--- config.mk ---
export PLATFORM = sky130hd
export DESIGN_NAME = decode_core_arbiter
export DESIGN_NICKNAME = d
export VERILOG_FILES = /design/src/rtl/decode_core_arbiter.sv
export SDC_FILE = /design/constraint.sdc
export NUM_CORES = 1
export LEC_CHECK = 0
export ABC_AREA = 1
export CELL_PAD_IN_SITES_DETAIL_PLACEMENT = 1
export CELL_PAD_IN_SITES_GLOBAL_PLACEMENT = 2
export CORE_ASPECT_RATIO = 1.25
export CORE_MARGIN = 2
export CORE_UTILIZATION = 18
export CTS_BUF_LIST = sky130_fd_sc_hd__clkbuf_8
export DETAILED_ROUTE_END_ITERATION = 10
export PLACE_DENSITY = 0.9
export SYNTH_ARGS = -nofsm -noshare
export SYNTH_HDL_FRONTEND = slang
export SYNTH_SLANG_ARGS = --single-unit
--- constraint.sdc ---
create_clock -name clk -period 5 [get_ports clk]
set_clock_uncertainty 0.05 [all_clocks]
set_input_delay 1 -clock clk [delete_from_list [all_inputs] [get_ports clk]]
set_output_delay 1 -clock clk [all_outputs]
set_load 0.01 [all_outputs]
--- src/rtl/decode_core_arbiter.sv ---
// Round-robin arbiter/sequencer sharing one external combinational decode core
// among NREQ requesters; responses return over a valid/ready channel tagged with the requester id.
module decode_core_arbiter #(
    parameter int NREQ  = 4,
    parameter int IN_W  = 41,
    parameter int OUT_W = 21,
    parameter int IDW   = 3
) (
    input  logic                   clk,
    input  logic                   rst,
    input  logic [NREQ-1:0]        req_valid,
    output logic [NREQ-1:0]        req_ready,
    input  logic [NREQ*IN_W-1:0]   req_data,
    output logic [IN_W-1:0]        core_in,
    input  logic [OUT_W-1:0]       core_out,
    output logic                   rsp_valid,
    input  logic                   rsp_ready,
    output logic [OUT_W-1:0]       rsp_data,
    output logic [IDW-1:0]         rsp_id,
    output logic                   busy,
    output logic [15:0]            txn_count
);

    localparam int VEXT_W = 2 ** IDW;

    typedef enum logic [1:0] {
        ST_IDLE = 2'd0,
        ST_EVAL = 2'd1,
        ST_RESP = 2'd2
    } state_t;

    state_t              r_state;
    state_t              w_state_nxt;
    logic [IDW-1:0]      r_last_grant;
    logic [IDW-1:0]      r_cur_id;
    logic [IN_W-1:0]     r_core_in;
    logic [OUT_W-1:0]    r_rsp_data;
    logic [IDW-1:0]      r_rsp_id;
    logic                r_rsp_valid;
    logic [15:0]         r_txn_count;

    logic [VEXT_W-1:0]   w_valid_ext;
    logic [IDW:0]        w_cand_sum;
    logic [IDW-1:0]      w_grant_idx;
    logic                w_grant_any;
    logic [IN_W-1:0]     w_sel_data;
    logic [NREQ-1:0]     w_req_ready;
    logic                w_accept;
    logic                w_eval_done;
    logic                w_rsp_done;

    // Zero-extend so any IDW-bit candidate index stays inside the vector.
    assign w_valid_ext = VEXT_W'(req_valid);

    // First valid requester searching upward from last_grant+1, wrapping at NREQ.
    always_comb begin
        // NOTE: every always_comb output gets a default first, so no path can infer a latch.
        w_grant_any = 1'b0;
        w_grant_idx = '0;
        w_cand_sum  = '0;
        for (int k = 1; k <= NREQ; k++) begin
            w_cand_sum = {1'b0, r_last_grant} + (IDW+1)'(k);
            if (w_cand_sum >= (IDW+1)'(NREQ)) begin
                w_cand_sum = w_cand_sum - (IDW+1)'(NREQ);
            end
            if (!w_grant_any && w_valid_ext[w_cand_sum[IDW-1:0]]) begin
                w_grant_any = 1'b1;
                w_grant_idx = w_cand_sum[IDW-1:0];
            end
        end
    end

    always_comb begin
        w_state_nxt = r_state;
        w_accept    = 1'b0;
        w_eval_done = 1'b0;
        w_rsp_done  = 1'b0;
        case (r_state)
            ST_IDLE: begin
                if (w_grant_any && !rst) begin
                    w_accept    = 1'b1;
                    w_state_nxt = ST_EVAL;
                end
            end
            ST_EVAL: begin
                w_eval_done = 1'b1;
                w_state_nxt = ST_RESP;
            end
            ST_RESP: begin
                if (rsp_ready) begin
                    w_rsp_done  = 1'b1;
                    w_state_nxt = ST_IDLE;
                end
            end
            default: w_state_nxt = ST_IDLE;
        endcase
    end

    always_comb begin
        w_sel_data  = '0;
        w_req_ready = '0;
        for (int i = 0; i < NREQ; i++) begin
            if (w_grant_idx == IDW'(i)) begin
                w_sel_data     = req_data[i*IN_W +: IN_W];
                w_req_ready[i] = w_accept;
            end
        end
    end

    always_ff @(posedge clk or posedge rst) begin
        // NOTE: sequential state uses non-blocking assignments so every register samples pre-edge values.
        if (rst) begin
            r_state <= ST_IDLE;
        end else begin
            r_state <= w_state_nxt;
        end
    end

    always_ff @(posedge clk or posedge rst) begin
        if (rst) begin
            r_last_grant <= IDW'(NREQ - 1);
            r_cur_id     <= '0;
            r_core_in    <= '0;
            r_rsp_data   <= '0;
            r_rsp_id     <= '0;
            r_rsp_valid  <= 1'b0;
            r_txn_count  <= '0;
        end else begin
            if (w_accept) begin
                r_core_in    <= w_sel_data;
                r_last_grant <= w_grant_idx;
                r_cur_id     <= w_grant_idx;
            end
            if (w_eval_done) begin
                r_rsp_data  <= core_out;
                r_rsp_id    <= r_cur_id;
                r_rsp_valid <= 1'b1;
            end
            if (w_rsp_done) begin
                r_rsp_valid <= 1'b0;
                if (r_txn_count != 16'hFFFF) begin
                    r_txn_count <= r_txn_count + 16'd1;
                end
            end
        end
    end

    assign req_ready = w_req_ready;
    assign core_in   = r_core_in;
    assign rsp_valid = r_rsp_valid;
    assign rsp_data  = r_rsp_data;
    assign rsp_id    = r_rsp_id;
    assign busy      = (r_state != ST_IDLE);
    assign txn_count = r_txn_count;

endmodule

==> results of run 1 <==
[cells in the final DEF (no fill, tap or decap), drive strengths merged]
| cell | synthesis | layout |
|---|---|---|
| o31ai | 1 | 1 |
| o21bai | 1 | 1 |
| nor3 | 3 | 3 |
| buf | 26 | 11 |
| nor2 | 70 | 70 |
| a21oi | 3 | 3 |
| clkdlybuf4s50 | 0 | 278 |
| inv | 57 | 59 |
| dfstp | 2 | 2 |
| nand2 | 271 | 271 |
| xor2 | 5 | 5 |
| nand4 | 5 | 5 |
| ha | 3 | 3 |
| o211ai | 1 | 1 |
| clkinv | 2 | 5 |
| nand3 | 106 | 106 |
| clkbuf | 11 | 9 |
| xnor2 | 9 | 9 |
| dfrtp | 87 | 87 |
| o21ai | 56 | 56 |
| nand3b | 4 | 4 |
| nor4b | 1 | 1 |
| clkinvlp | 0 | 2 |
| or2 | 1 | 1 |
[final cells by class]
| type | count | area (µm²) | area share (%) |
|---|---|---|---|
| Inverter | 59 | 225.2 | 2.690 |
| Multi-Input combinational cell | 540 | 2444 | 29.18 |
| Sequential cell | 89 | 2230 | 26.63 |
| Tap cell | 350 | 437.9 | 5.230 |
| Timing Repair Buffer | 289 | 2865 | 34.22 |
| Clock inverter | 7 | 47.55 | 0.5678 |
| Clock buffer | 9 | 123.9 | 1.479 |
[synth_stat cells, drive strengths merged (4+ instances only)]
cell type | n | area (µm²)
buf | 26 | 170.2
clkbuf | 11 | 41.29
dfrtp | 87 | 2177
inv | 57 | 214.0
nand2 | 271 | 1037
nand3 | 106 | 535.5
nand3b | 4 | 30.03
nand4 | 5 | 31.28
nor2 | 70 | 294.0
o21ai | 56 | 280.3
xnor2 | 9 | 78.83
xor2 | 5 | 43.79
[worst max-delay path by stage]
| stage | cells after the start | slack [ns] | from | to |
|---|---|---|---|---|
| 2_1_floorplan | 7 | 0.88 | rst | req_ready[1] |
| 6_report | 12 | 0.64 | r_last_grant[0] | req_ready[1] |
| 3_3_place_gp | 12 | 0.66 | req_valid[3] | req_ready[3] |
| 3_5_place_dp | 13 | 0.63 | req_valid[3] | req_ready[3] |
| 4_1_cts | 12 | 0.56 | r_last_grant[0] | req_ready[3] |
| 5_1_grt | 12 | 0.35 | r_last_grant[0] | req_ready[1] |
[critical path, delay by kind of cell (launching register included)]
family	cells	cell delay, ns
buf+inv	4	1.13
simple gates	7	0.80
flops	1	0.61
fa+ha+maj	1	0.38
[stage by stage]
| stage | cells | power [mW] | hold slack [ns] | setup WS, ns |
|---|---|---|---|---|
| after global placement | 1327 | 0.9442 | 0.4029 | 0.6572 |
| after CTS | 1343 | 1.446 | 0.4331 | 0.5616 |
| final | 1343 | 1.413 | 0.4305 | 0.6386 |
| after global routing | 1343 | 1.489 | 0.4470 | 0.3535 |
| after detailed placement | 1327 | 0.9457 | 0.4083 | 0.6338 |
| after floorplan | 725 | 0.7761 | 0.4423 | 0.8843 |
[state kept, by name (all words and copies together) (netlist names)]
signal	count
core_in	41
r_cur_id	2
r_last_grant	3
r_state	2
rsp_data	21
rsp_id	3
rsp_valid	1
txn_count	16
[logic make-up after synthesis]
kind of cell               Yosys count  synth area share, %
AOI/OAI and AO/OA                   62                6.233
and+or+nand+nor                    461                38.40
adders and majority gates            3               0.7363
xor gates and xnor gates            14                2.405
buffers and inverters               96                8.491
DFF                                 89                43.73
[per-layer routing]
metal / global-route usage (%) / share of wire (%) / wire length [µm]
met2: 26.05 / 53 / 11030
met5: 0 / 0 / 0
met4: 3.917 / 1.8 / 384
met3: 3.362 / 5.5 / 1162
met1: 15.60 / 40 / 8408
[power groups by stage]
stage / combinational (mW) / clock [mW] / sequential, mW
after CTS: 0.206 / 0.514 / 0.726
after global routing: 0.221 / 0.541 / 0.727
after floorplan: 0.0357 / 0 / 0.740
after detailed placement: 0.206 / 0 / 0.740
after global placement: 0.204 / 0 / 0.740
final: 0.202 / 0.485 / 0.726
==> summary.txt, run 1 <==
Clocking
  • TritonCTS clock tree: yes
  • CTS Hold Bufs: 0
  • Number of buffers created by CTS: 9
  • Clock sinks: 89
  • Clock latency on the worst-skew pair: between 0.3 and 0.4 ns
  • Root Buffer: clkbuf_8
  • Post-CTS setup buffers: 0
  • CTS clk-pin slew, worst paths: around 0.10 ns
  • H-tree lvl count: 3
  • # resized after CTS: 0
  • Max Root-Sink Buffers: 2

Power
  • LEAKAGE: between 3 and 4 nW
  • Cell Int Power: around 1.1 mW
  • Peak VDD IR: 0.09160 mV
  • Pwr dens: roughly 170 mW/mm²
  • Sw Ratio: 25.49%
  • Clock power frac: between 30% and 40%
  • Sequential share of power: 51.4%
  • Logic pwr share: 14.3%
  • NetSw: around 0.36 mW

Logic synthesis
  • Post-synthesis sequential area ratio: between 40 and 50%
  • Synth warnings: 0
  • Syn Nets: 920
  • EDFF count, synth: 0
  • Mean Syn Cell Area: around 7.0 µm²
  • Mapped cell area: ~0.0051 mm²
  • Syn Inst Count: 725
  • Synth Flop Type: dfrtp_1
  • Distinct cells, synth: 32
  • #FFs+latches synth: 89
  • Post-synthesis async set-or-reset flop share: 100.0%

Timing
  • Min cycle time layout: 4.361 ns
  • Final setup violation count: 0
  • Period Utilization, post-route: 87.23%
  • Fin. max-slew vios: 0
  • TNS Setup: 0 ns
  • Final hold violation count: 0
  • Rel. slew slack: between 20% and 30%
  • Max Clock Freq: roughly 0.23 GHz
  • RSZ-0062 raised after global routing: false
  • Worst Tran Pin Value: about 1.1 ns

Setup path
  • Worst-path fanout max: 19
  • Critical path arrival: about 3.3 ns
  • RR Endpoint: core_in[37]
  • Critical Path RT: 3.95 ns
  • Slowest cell on crit path: dfstp_2
  • Critical Path Max Stage Delay: slightly above 0.6 ns
  • R2R setup slack: approximately 1.8 ns
  • Crit end category: output pin
  • Reg2Reg Launch Point: r_last_grant[0]
  • Most frequent CP cell: nand2_1
  • Worst setup SP type: flop
  • CP Cell Sequence: inv_2, ha_1, inv_1, nand3_1, nand3_2, nand4_1, nand2_1, nand2_1, inv_2, nand2_1, nor2_1, clkdlybuf4s50_1
  • Kind of critical path: reg -> out
  • Reg2reg path depth: 15

Finish
  • Nets@finish: between 1k and 1.5k
  • Antenna fix cells: 0
  • Area growth syn-to-layout: 64.22%
  • Fill cells: around 3.4k
  • Post-route cell area: roughly 0.0084 mm²
  • Share of cells above drive strength 1: under 10%
  • Post-layout util: 30.19%

Floorplanning
  • Core Rows: 68
  • Placeable Area: approximately 0.028 mm²
  • Die H: between 150 and 200 µm
  • Die ar.: roughly 0.03 mm²
  • Num ports: between 200 and 300
  • Die outline width: between 150 and 200 µm
  • Initial Utilization: approximately 18%

Global routing
  • Initial antenna violation count: 0
  • Pin count of the biggest net entering global routing: 56
  • Total GRT Usage: between 10% and 20%
  • First-pass GRT wire length: around 32,000 µm
  • Congestion Overflow GR: 0
  • Vias in the first global route: around 6.0k

Placement
  • Port Buffers: 278
  • Routability cong.: between 0.7 and 0.8
  • Area after DPL: around 0.0082 mm²
  • DP HPWL: about 16,000 µm

Detailed routing
  • Drc violations: 0
  • DR iter-0 viols: between 150 and 200
  • DRT Wirelength: around 21,000 µm
  • Routed Antenna Nets: 0
  • DR vias: roughly 5.7k
  • First drt pass iteration count: 4
  • WL per Instance: roughly 16 µm
  • Avg Vias per Cell: 4.251

Flow run
  • Maxcap violations: 0

Outcome
  • Status: finished, final reports clean

Worst hold path
  • Hold path depth: 2
  • HP Class: reg -> reg
  • Worst hold start: rsp_data[7]
  • End of the worst hold path: rsp_data[7]
(Power assumes the default switching activity.)
==> run 2: changes to the inputs <==
--- a/config.mk
+++ b/config.mk
@@ -6,6 +6,7 @@
 export NUM_CORES = 1
 export LEC_CHECK = 0
 export ABC_AREA = 1
+export CAP_MARGIN = 15
 export CELL_PAD_IN_SITES_DETAIL_PLACEMENT = 1
 export CELL_PAD_IN_SITES_GLOBAL_PLACEMENT = 2
 export CORE_ASPECT_RATIO = 1.25
==> results of run 2 <==
Same layout as run 1: the final DEF is identical, and so are final timing and power.
==> run 3: changes to the inputs <==
==> config.mk (replaced) <==
export PLATFORM = sky130hd
export DESIGN_NAME = decode_core_arbiter
export DESIGN_NICKNAME = d
export VERILOG_FILES = /design/src/rtl/decode_core_arbiter.sv
export SDC_FILE = /design/constraint.sdc
export NUM_CORES = 1
export LEC_CHECK = 0
export CAP_MARGIN = 15
export CELL_PAD_IN_SITES_DETAIL_PLACEMENT = 1
export CELL_PAD_IN_SITES_GLOBAL_PLACEMENT = 2
export CORE_ASPECT_RATIO = 1.25
export CORE_MARGIN = 4
export CORE_UTILIZATION = 20
export CTS_BUF_LIST = sky130_fd_sc_hd__clkbuf_8
export DETAILED_ROUTE_END_ITERATION = 10
export PLACE_DENSITY = 0.92
export SYNTH_ARGS = -nofsm -noshare
export SYNTH_HDL_FRONTEND = slang
export SYNTH_SLANG_ARGS = --single-unit
==> run 3 against run 2 <==
Compared with the run above: highest routed layer unchanged; via count fell by 7.9%; sequential share of layout area barely moved; largest cell class unchanged; worst setup slack got worse by 0.32 ns; non-clock buffer count rose by 4; clock power rose by 34%; critical endpoint is now req_ready[3]; maximum frequency fell by 6.9%; synthesized cell count fell by 25%; wire length rose by 3.4%.
==> summary.txt, run 3 <==
Clocking
  • Number of buffers created by CTS: 9 (unchanged)
  • Root Buffer: clkbuf_8
  • H-tree lvl count: 3 (unchanged)
  • CTS clk-pin slew, worst paths: 0.10 ns (about the same)
  • # resized after CTS: 0 (unchanged)
  • Post-CTS setup buffers: 0 (unchanged)
  • Clock latency on the worst-skew pair: 0.37 ns (about the same)
  • Clock sinks: 89 (unchanged)
  • Max Root-Sink Buffers: 2 (unchanged)
  • TritonCTS clock tree: yes
  • CTS Hold Bufs: 0 (unchanged)

Logic synthesis
  • #FFs+latches synth: 89 (unchanged)
  • Synth warnings: 0 (unchanged)
  • Post-synthesis async set-or-reset flop share: 100.0% (unchanged)
  • Mean Syn Cell Area: 9.102 µm² (+29%)
  • Post-Synth XOR/XNOR Area: 2.639% (+0.23 points)
  • Adder-cell share of the synthesized area: 0.7540% (+0.018 points)
  • Yosys top cell area share: 43.73% (+1.0 points)
  • Most common library cells after synthesis: nand2_1 (129), dfrtp_1 (87), a21oi_1 (46), nor2_1 (32), mux2_2 (31)
  • Compound-Gate Fraction of Synth Area: 17.79% (+12 points)
  • Main combinational cell family by area after synthesis: simple AND/OR/NAND/NOR gates
  • Syn Inst Count: 547 (-25%)
  • EDFF count, synth: 0 (unchanged)
  • Synth Area in Simple Gates: 20.76% (-18 points)
  • Mux share of post-synthesis cell area: 9.073% (+9.1 points)
  • Most common cell in the netlist: nand2_1
  • Synth top area cells: dfrtp_1 (44%), nand2_1 (9.7%), mux2_2 (7.0%), a21oi_1 (4.6%), a211o_1 (3.9%)
  • Syn Nets: 742 (-19%)
  • Distinct cells, synth: 50 (+56%)
  • Post-synthesis sequential area ratio: 44.79% (+1.1 points)
  • Synth area leader: dfrtp_1
  • Synth Flop Type: dfrtp_1
  • Mapped cell area: 0.004979 mm² (-2.4%)

Power
  • NetSw: 2.230 mW (+520%)
  • Clock power frac: 12.9% (-21 points)
  • Pwr dens: 601.7 mW/mm² (+260%)
  • Sw Ratio: 44.33% (+19 points)
  • Cell Int Power: 2.800 mW (+170%)
  • Peak VDD IR: 0.2999 mV (+230%)
  • Sequential share of power: 24.5% (-27 points)
  • LEAKAGE: 3.500 nW (-10%)
  • Logic pwr share: 62.6% (+48 points)

Outcome
  • Status: finished, final reports clean

Setup path
  • Reg2reg path depth: 12 (-3)
  • Worst-path fanout max: 11 (-8)
  • Kind of critical path: reg -> out
  • Critical Path RT: 3.95 ns (about the same)
  • Worst setup SP type: flop
  • Critical path arrival: 3.63 ns (+0.32 ns)
  • Crit end category: output pin

Global routing
  • Initial antenna violation count: 0 (unchanged)
  • Vias in the first global route: 5,796 (-3.1%)
  • GRT busiest layer: met2
  • Total GRT Usage: 15.51% (+1.6 points)
  • Congestion Overflow GR: 0 (unchanged)
  • Routing usage on met1: 18.43% (+2.8 points)
  • GR Util met3: 4.378% (+1.0 points)
  • First-pass GRT wire length: 33,240 µm (+2.9%)
  • GR Util met2: 27.23% (+1.2 points)
  • Pin count of the biggest net entering global routing: 60 (+7.1%)

Timing
  • Final WS setup: 0.3163 ns (-0.3222 ns)
  • RSZ-0062 raised after global routing: false
  • Rel. slew slack: 50.61% (+21 points)
  • Worst Tran Pin Value: 0.7374 ns (-0.3140 ns)
  • Max Clock Freq: 0.2135 GHz (-6.9%)
  • Final hold violation count: 0 (unchanged)
  • Final setup violation count: 0 (unchanged)
  • Fin. max-slew vios: 0 (unchanged)
  • Period Utilization, post-route: 93.67% (+6.4 points)
  • Min cycle time layout: 4.684 ns (+0.3222 ns)
  • TNS Setup: 0 ns (unchanged)

Floorplanning
  • Core Rows: 64 (-5.9%)
  • Die ar.: 0.02750 mm² (-7.4%)
  • Initial Utilization: 20.32% (+1.9 points)
  • Die outline width: 149.1 µm (-3.5%)
  • Num ports: 279 (unchanged)
  • Die H: 184.4 µm (-4.0%)
  • Placeable Area: 0.02450 mm² (-12%)

Detailed routing
  • Routed Antenna Nets: 0 (unchanged)
  • First drt pass iteration count: 4 (unchanged)
  • Drc violations: 0 (unchanged)
  • WL per Instance: 18.87 µm (+21%)
  • DR iter-0 viols: 130 (-29%)
  • DR vias: 5,256 (-7.9%)
  • DRT Wirelength: 21,710 µm (+3.4%)
  • Avg Vias per Cell: 4.570 (+7.5%)

Placement
  • Place WS: 0.3599 ns (-0.2739 ns)
  • Routability cong.: 0.7902 (+8.4%)
  • Port Buffers: 278 (unchanged)
  • DP HPWL: 16,090 µm (+1.4%)

Finish
  • Most frequent cells in the layout: clkdlybuf4s50_1 (278), nand2_1 (129), dfrtp_1 (87), a21oi_1 (46), nor2_1 (32)
  • Nets@finish: 1,010 (-15%)
  • Max reg flops: 41 (unchanged)
  • Commonest non-fill, non-tap cell in the layout: clkdlybuf4s50_1
  • Share of cells above drive strength 1: 10.00% (+5.4 points)
  • Area growth syn-to-layout: 67.93%
  • Antenna fix cells: 0 (unchanged)

Worst hold path
  • HP Class: reg -> reg
  • Hold path depth: 2 (unchanged)

Flow run
  • Maxcap violations: 0 (unchanged)
[run 3: power by group through the flow]
| stage | logic [mW] | registers [mW] | clock network, mW |
|---|---|---|---|
| final | 3.15 | 1.23 | 0.649 |
| after global routing | 3.48 | 1.28 | 0.716 |
| after CTS | 3.22 | 1.23 | 0.682 |
| after detailed placement | 3.21 | 1.24 | 0 |
| after global placement | 3.14 | 1.22 | 0 |
| after floorplan | 1.75 | 1.33 | 0 |
[run 3: final timing paths]
| path | startpoint | slack, ns | to |
|---|---|---|---|
| min reg2reg | r_cur_id[1] | 0.45 | r_cur_id[1] |
| max | r_last_grant[1] | 0.32 | req_ready[3] |
| max reg2reg | r_last_grant[1] | 1.34 | core_in[32] |
| min in group asynchronous | rst | 0.90 | rsp_data[10] |
| min | r_cur_id[1] | 0.45 | r_cur_id[1] |
| max in group asynchronous | rst | 3.14 | core_in[20] |
[run 3: per-layer routing]
| metal | share of wire, % | wire [µm] |
|---|---|---|
| met5 | 0 | 0 |
| met4 | 2.3 | 490 |
| met3 | 5.8 | 1261 |
| met2 | 52 | 11200 |
| met1 | 40 | 8754 |
[run 3: per-stage QoR]
step / power [mW] / std cells / util, % / hold WS (ns) / area, µm²
after floorplan: 3.085 / 547 / - / 0.3908 / 4979
after global placement: 4.361 / 1134 / 33.11 / 0.4087 / 8113
after detailed placement: 4.454 / 1134 / 33.11 / 0.4167 / 8113
after CTS: 5.139 / 1150 / 34.12 / 0.4422 / 8361
after global routing: 5.477 / 1150 / 34.12 / 0.4568 / 8361
final: 5.031 / 1150 / 34.12 / 0.4458 / 8361
[run 3: cells by family (layout without fill, tap and decap cells)]
| family | after synthesis | after routing |
|---|---|---|
| and+or+nand+nor | 233 | 233 |
| xor gates and xnor gates | 15 | 15 |
| buffers and inverters | 44 | 317 |
| adders and majority gates | 3 | 3 |
| DFF | 89 | 89 |
| muxes | 37 | 37 |
| AOI/OAI and AO/OA | 126 | 126 |
[run 3: final cells by class]
class,count,area (µm²)
sequential,89,2230
inverter,8,32.53
clock buffer,9,123.9
fill,2872,16140
clock inverter,7,123.9
multi-input combinational,414,2542
timing repair buffer,293,2895
tap,330,412.9
[run 3: critical path, cell delays in order, from the launching register on]
cell	delay (ns)
dfstp_2	0.68
inv_1	0.12
ha_1	0.38
mux4_2	0.60
a211oi_2	0.22
o21ai_2	0.10
buf_4	0.17
mux2i_4	0.24
nand3_2	0.12
inv_1	0.07
clkdlybuf4s50_1	0.56
==> RTL edit 1 (config.mk and constraints of run 1) <==
`IN_W`: 41 -> 45.
--- a/src/rtl/decode_core_arbiter.sv
+++ b/src/rtl/decode_core_arbiter.sv
@@ -4,3 +4,3 @@
     parameter int NREQ  = 4,
-    parameter int IN_W  = 41,
+    parameter int IN_W  = 45,
     parameter int OUT_W = 21,
Ports: changed (resized core_in and req_data); port bits go from 279 to 299. The function was not compared with the original's and may differ.
==> RTL edit 1 against run 1 <==
Count of clock-buffer cells in the layout unchanged; sequential cell count increased by 4; synthesized cell count increased by 4.4%; setup slack got worse by 110 ps; via count increased by 5.2%; area after synthesis increased by 6.9%; fmax decreased by 2.5%; final cell count increased by 7.7%; total power increased by 14%; cell area increased by 7.9%; wire length increased by 11%; critical endpoint is now req_ready[2]; largest power group unchanged.
==> RTL edit 1: results (changes against run 1) <==
[outcome]
status=completed

[critical_path]
max_stage_delay_ps=590  ; -20 ps
cp_max_fo=22  ; +3
reg2reg_to=core_in[43]$_DFFE_PP0N_
cp-endpoint=req_ready[2]
crit_arrival_ps=3420  ; +110 ps
critPathSlowestCell=clkdlybuf4s50_1

[placed_design]
dp_worst_setup_slack_ps=469.8  ; -164.0 ps
place.gp.congestion=0.8053  ; +10%
dp.cells=1428  ; +7.6%
place_hpwl_mm=18.03  ; +14%
port_buffers=298  ; +7.2%

[pwr]
ir_worst_vdd_mv=0.1285  ; +40%
p_int_w=0.001227  ; +17%
leakage_nw=4.439  ; +14%
power_density_mw_per_mm2=178.4  ; +5.7%
seq-power_w=0.000772  ; +6.3%
p_clk_frac=0.361  ; +0.018

[drt]
wl_met1_mm=8.999  ; +7.0%
drtIter0Drc=152  ; -16%
met3_length_mm=1.357  ; +17%
top_layer_used=met5
met2_length_mm=12.39  ; +12%
postRouteWirelength_mm=23.25  ; +11%
dr_total_vias=6005  ; +5.2%

[yosys]
synth-seq-area-share=0.4275  ; -0.009844
mappedNetlistNets=968  ; +5.2%
synthTopCellsByArea=dfrtp_1 (42%), nand2_1 (19%), nand3_1 (8.2%)
syn_area_per_cell_um2=7.200  ; +2.4%
synth_common_cells=nand2_1 (270), dfrtp_1 (91), inv_1 (90)

[min_path]
whs_endpoint=core_in[30]$_DFFE_PP0N_
hold_start=core_in[30]$_DFFE_PP0N_

[timing]
fin_ws_ps=529.0  ; -109.6 ps
holdWs_ps=440.5  ; +10.01 ps
slew_headroom=0.2411  ; -0.05719

[layout]
largest_register_ffs=45  ; +9.8%
nNetsFinal=1249  ; +5.6%
drive_above_1_share=0.06328  ; +0.01695

[clock_tree]
clk_latency_ps=390  ; +20 ps

[global_routing]
grt_pass1_vias=6468  ; +8.1%
grt_usage=0.1467  ; +0.007626
antenna_found_initial=4  ; +4

RTL edit 1: cells by family (layout without fill, tap and decap cells):
| family | count (synthesis) | after routing | share of synthesized area |
|---|---|---|---|
| AOI/OAI and AO/OA | 87 | 87 | 0.08035 |
| xor gates and xnor gates | 13 | 13 | 0.02089 |
| adders and majority gates | 3 | 3 | 0.006888 |
| buffers and inverters | 133 | 419 | 0.1033 |
| DFF | 93 | 93 | 0.4275 |
| muxes | 21 | 21 | 0.04339 |
| other | 0 | 2 | 0 |
| and+or+nand+nor | 407 | 407 | 0.3177 |
RTL edit 1: final cells by class:
type / instances / area, um^2
fill: 3708 / 20900
timing repair buffer: 308 / 3058
multi-input combinational: 531 / 2565
sequential: 93 / 2330
tap: 401 / 501.7
inverter: 95 / 362.8
clock buffer: 9 / 123.9
clock inverter: 7 / 91.34
antenna: 2 / 5.005
RTL edit 1: layer usage:
layer  up-vias  global-route usage
li1       2936                   -
met1      2845              0.1540
met2       189              0.2795
met3        31             0.04066
met4         4             0.05118
met5         -                   0
==> RTL edit 2 (config.mk and constraints of run 1) <==
Made on the original files. Encoding of `state_t`: now one-hot (3 bits for 3 states).
--- a/src/rtl/decode_core_arbiter.sv
+++ b/src/rtl/decode_core_arbiter.sv
@@ -25,6 +25,6 @@
 
-    typedef enum logic [1:0] {
-        ST_IDLE = 2'd0,
-        ST_EVAL = 2'd1,
-        ST_RESP = 2'd2
+    typedef enum logic [2:0] {
+        ST_IDLE = 3'b001,
+        ST_EVAL = 3'b010,
+        ST_RESP = 3'b100
     } state_t;
Formal check against the unedited RTL: same outputs for any inputs over 10 cycles, from zero or initial values and one cycle with rst high; not proved beyond that.
==> RTL edit 2 against run 1 <==
Global-route usage increased by 0.76 points; sequential cell count increased by 1; setup slack got worse by 120 ps; sequential share of layout area decreased by 0.21 points; total power increased by 6.2%; area after synthesis increased by 1.7%; cell area increased by 2.0%; count of clock-buffer cells in the layout unchanged; largest cell class unchanged; wire length increased by 5.7%; fmax decreased by 2.6%; first-iteration DRC count increased by 8.8%.
==> RTL edit 2: results (changes against run 1) <==
[global_routing]
grt_usage=0.1466  ; +0.007560
grt_max_degree=60  ; +7.1%
antenna_found_initial=1  ; +1
grt_pass1_wl_mm=33.79  ; +4.6%
grt_pass1_vias=6165  ; +3.1%

[drt]
wl_per_cell_um=16.18  ; +3.5%
drtIter0Drc=198  ; +8.8%
via_per_inst=4.237  ; -0.33%

[pwr]
leakage_nw=4.229  ; +8.3%

[min_path]
whs_endpoint=rsp_data[10]$_DFFE_PP0P_

[outcome]
status=completed

[layout]
nNetsFinal=1205  ; +1.9%
drive_above_1_share=0.05813  ; +0.01180

[yosys]
yosysUniqueCellTypes=28  ; -13%
synth_common_cells=nand2_1 (312), dfrtp_1 (87), inv_1 (76)
synth-seq-area-share=0.4349  ; -0.002424
synthTopCellsByArea=dfrtp_1 (42%), nand2_1 (23%), nand3_1 (7.2%)

[critical_path]
cp-endpoint=req_ready[2]
ff2ff_setup_slack_ps=1620  ; -160 ps
reg2reg_to=core_in[38]$_DFFE_PP0N_
cp_max_fo=21  ; +2
crit_arrival_ps=3430  ; +120 ps
crit_family=simple AND/OR/NAND/NOR gates

[timing]
worst_pin_slew_ps=872.6  ; -178.9 ps
holdWs_ps=424.8  ; -5.737 ps

[placed_design]
place.gp.congestion=0.7886  ; +8.2%
dp_worst_setup_slack_ps=591.4  ; -42.40 ps
place_hpwl_mm=16.98  ; +7.1%

[clock_tree]
clk_latency_ps=400  ; +30 ps
post_cts_buffers=0  ; unchanged

[RTL edit 2: per-layer routing]
metal | part of all wire | vias up | track usage | routed length, um
met3 | 0.071 | 18 | 0.04359 | 1564
met4 | 0.015 | 0 | 0.04043 | 343
li1 | - | 2851 | - | -
met5 | 0 | - | 0 | 0
met2 | 0.51 | 205 | 0.2699 | 11200
met1 | 0.41 | 2735 | 0.1618 | 9067
[RTL edit 2: power by group]
group	internal [W]	total, W	switching [W]
clock	0.000238	0.000559	0.000321
combinational	0.000148	0.000209	0.0000613
sequential	0.000731	0.000733	0.00000265
total	0.00112	0.00150	0.000385
[RTL edit 2: area by class of cell]
type | count | area [um^2] | area share
Timing Repair Buffer | 293 | 2895 | 0.3390
Multi-Input combinational cell | 535 | 2427 | 0.2842
Sequential cell | 90 | 2256 | 0.2642
Tap cell | 355 | 444.2 | 0.05201
Inverter | 81 | 310.3 | 0.03634
Clock buffer | 9 | 123.9 | 0.01451
Clock inverter | 7 | 80.08 | 0.009377
Antenna cell | 1 | 2.502 | 0.0002930
[RTL edit 2: per-stage QoR]
stage          area (um^2)    util  instances
2_1_floorplan         5191       -        740
3_3_place_gp          8333  0.2934       1354
3_5_place_dp          8333  0.2934       1354
4_1_cts               8537  0.3006       1370
5_1_grt               8539  0.3006       1371
6_report              8539  0.3006       1371
[RTL edit 2: logic make-up after synthesis]
kind of cell	count (synthesis)	share of synthesized area
XOR/XNOR	14	0.02364
AO/OA/AOI/OAI	84	0.08152
adder cells (fa/ha/maj)	3	0.007237
flip-flops	90	0.4349
buffers and inverters	115	0.09961
AND/OR/NAND/NOR	434	0.3531
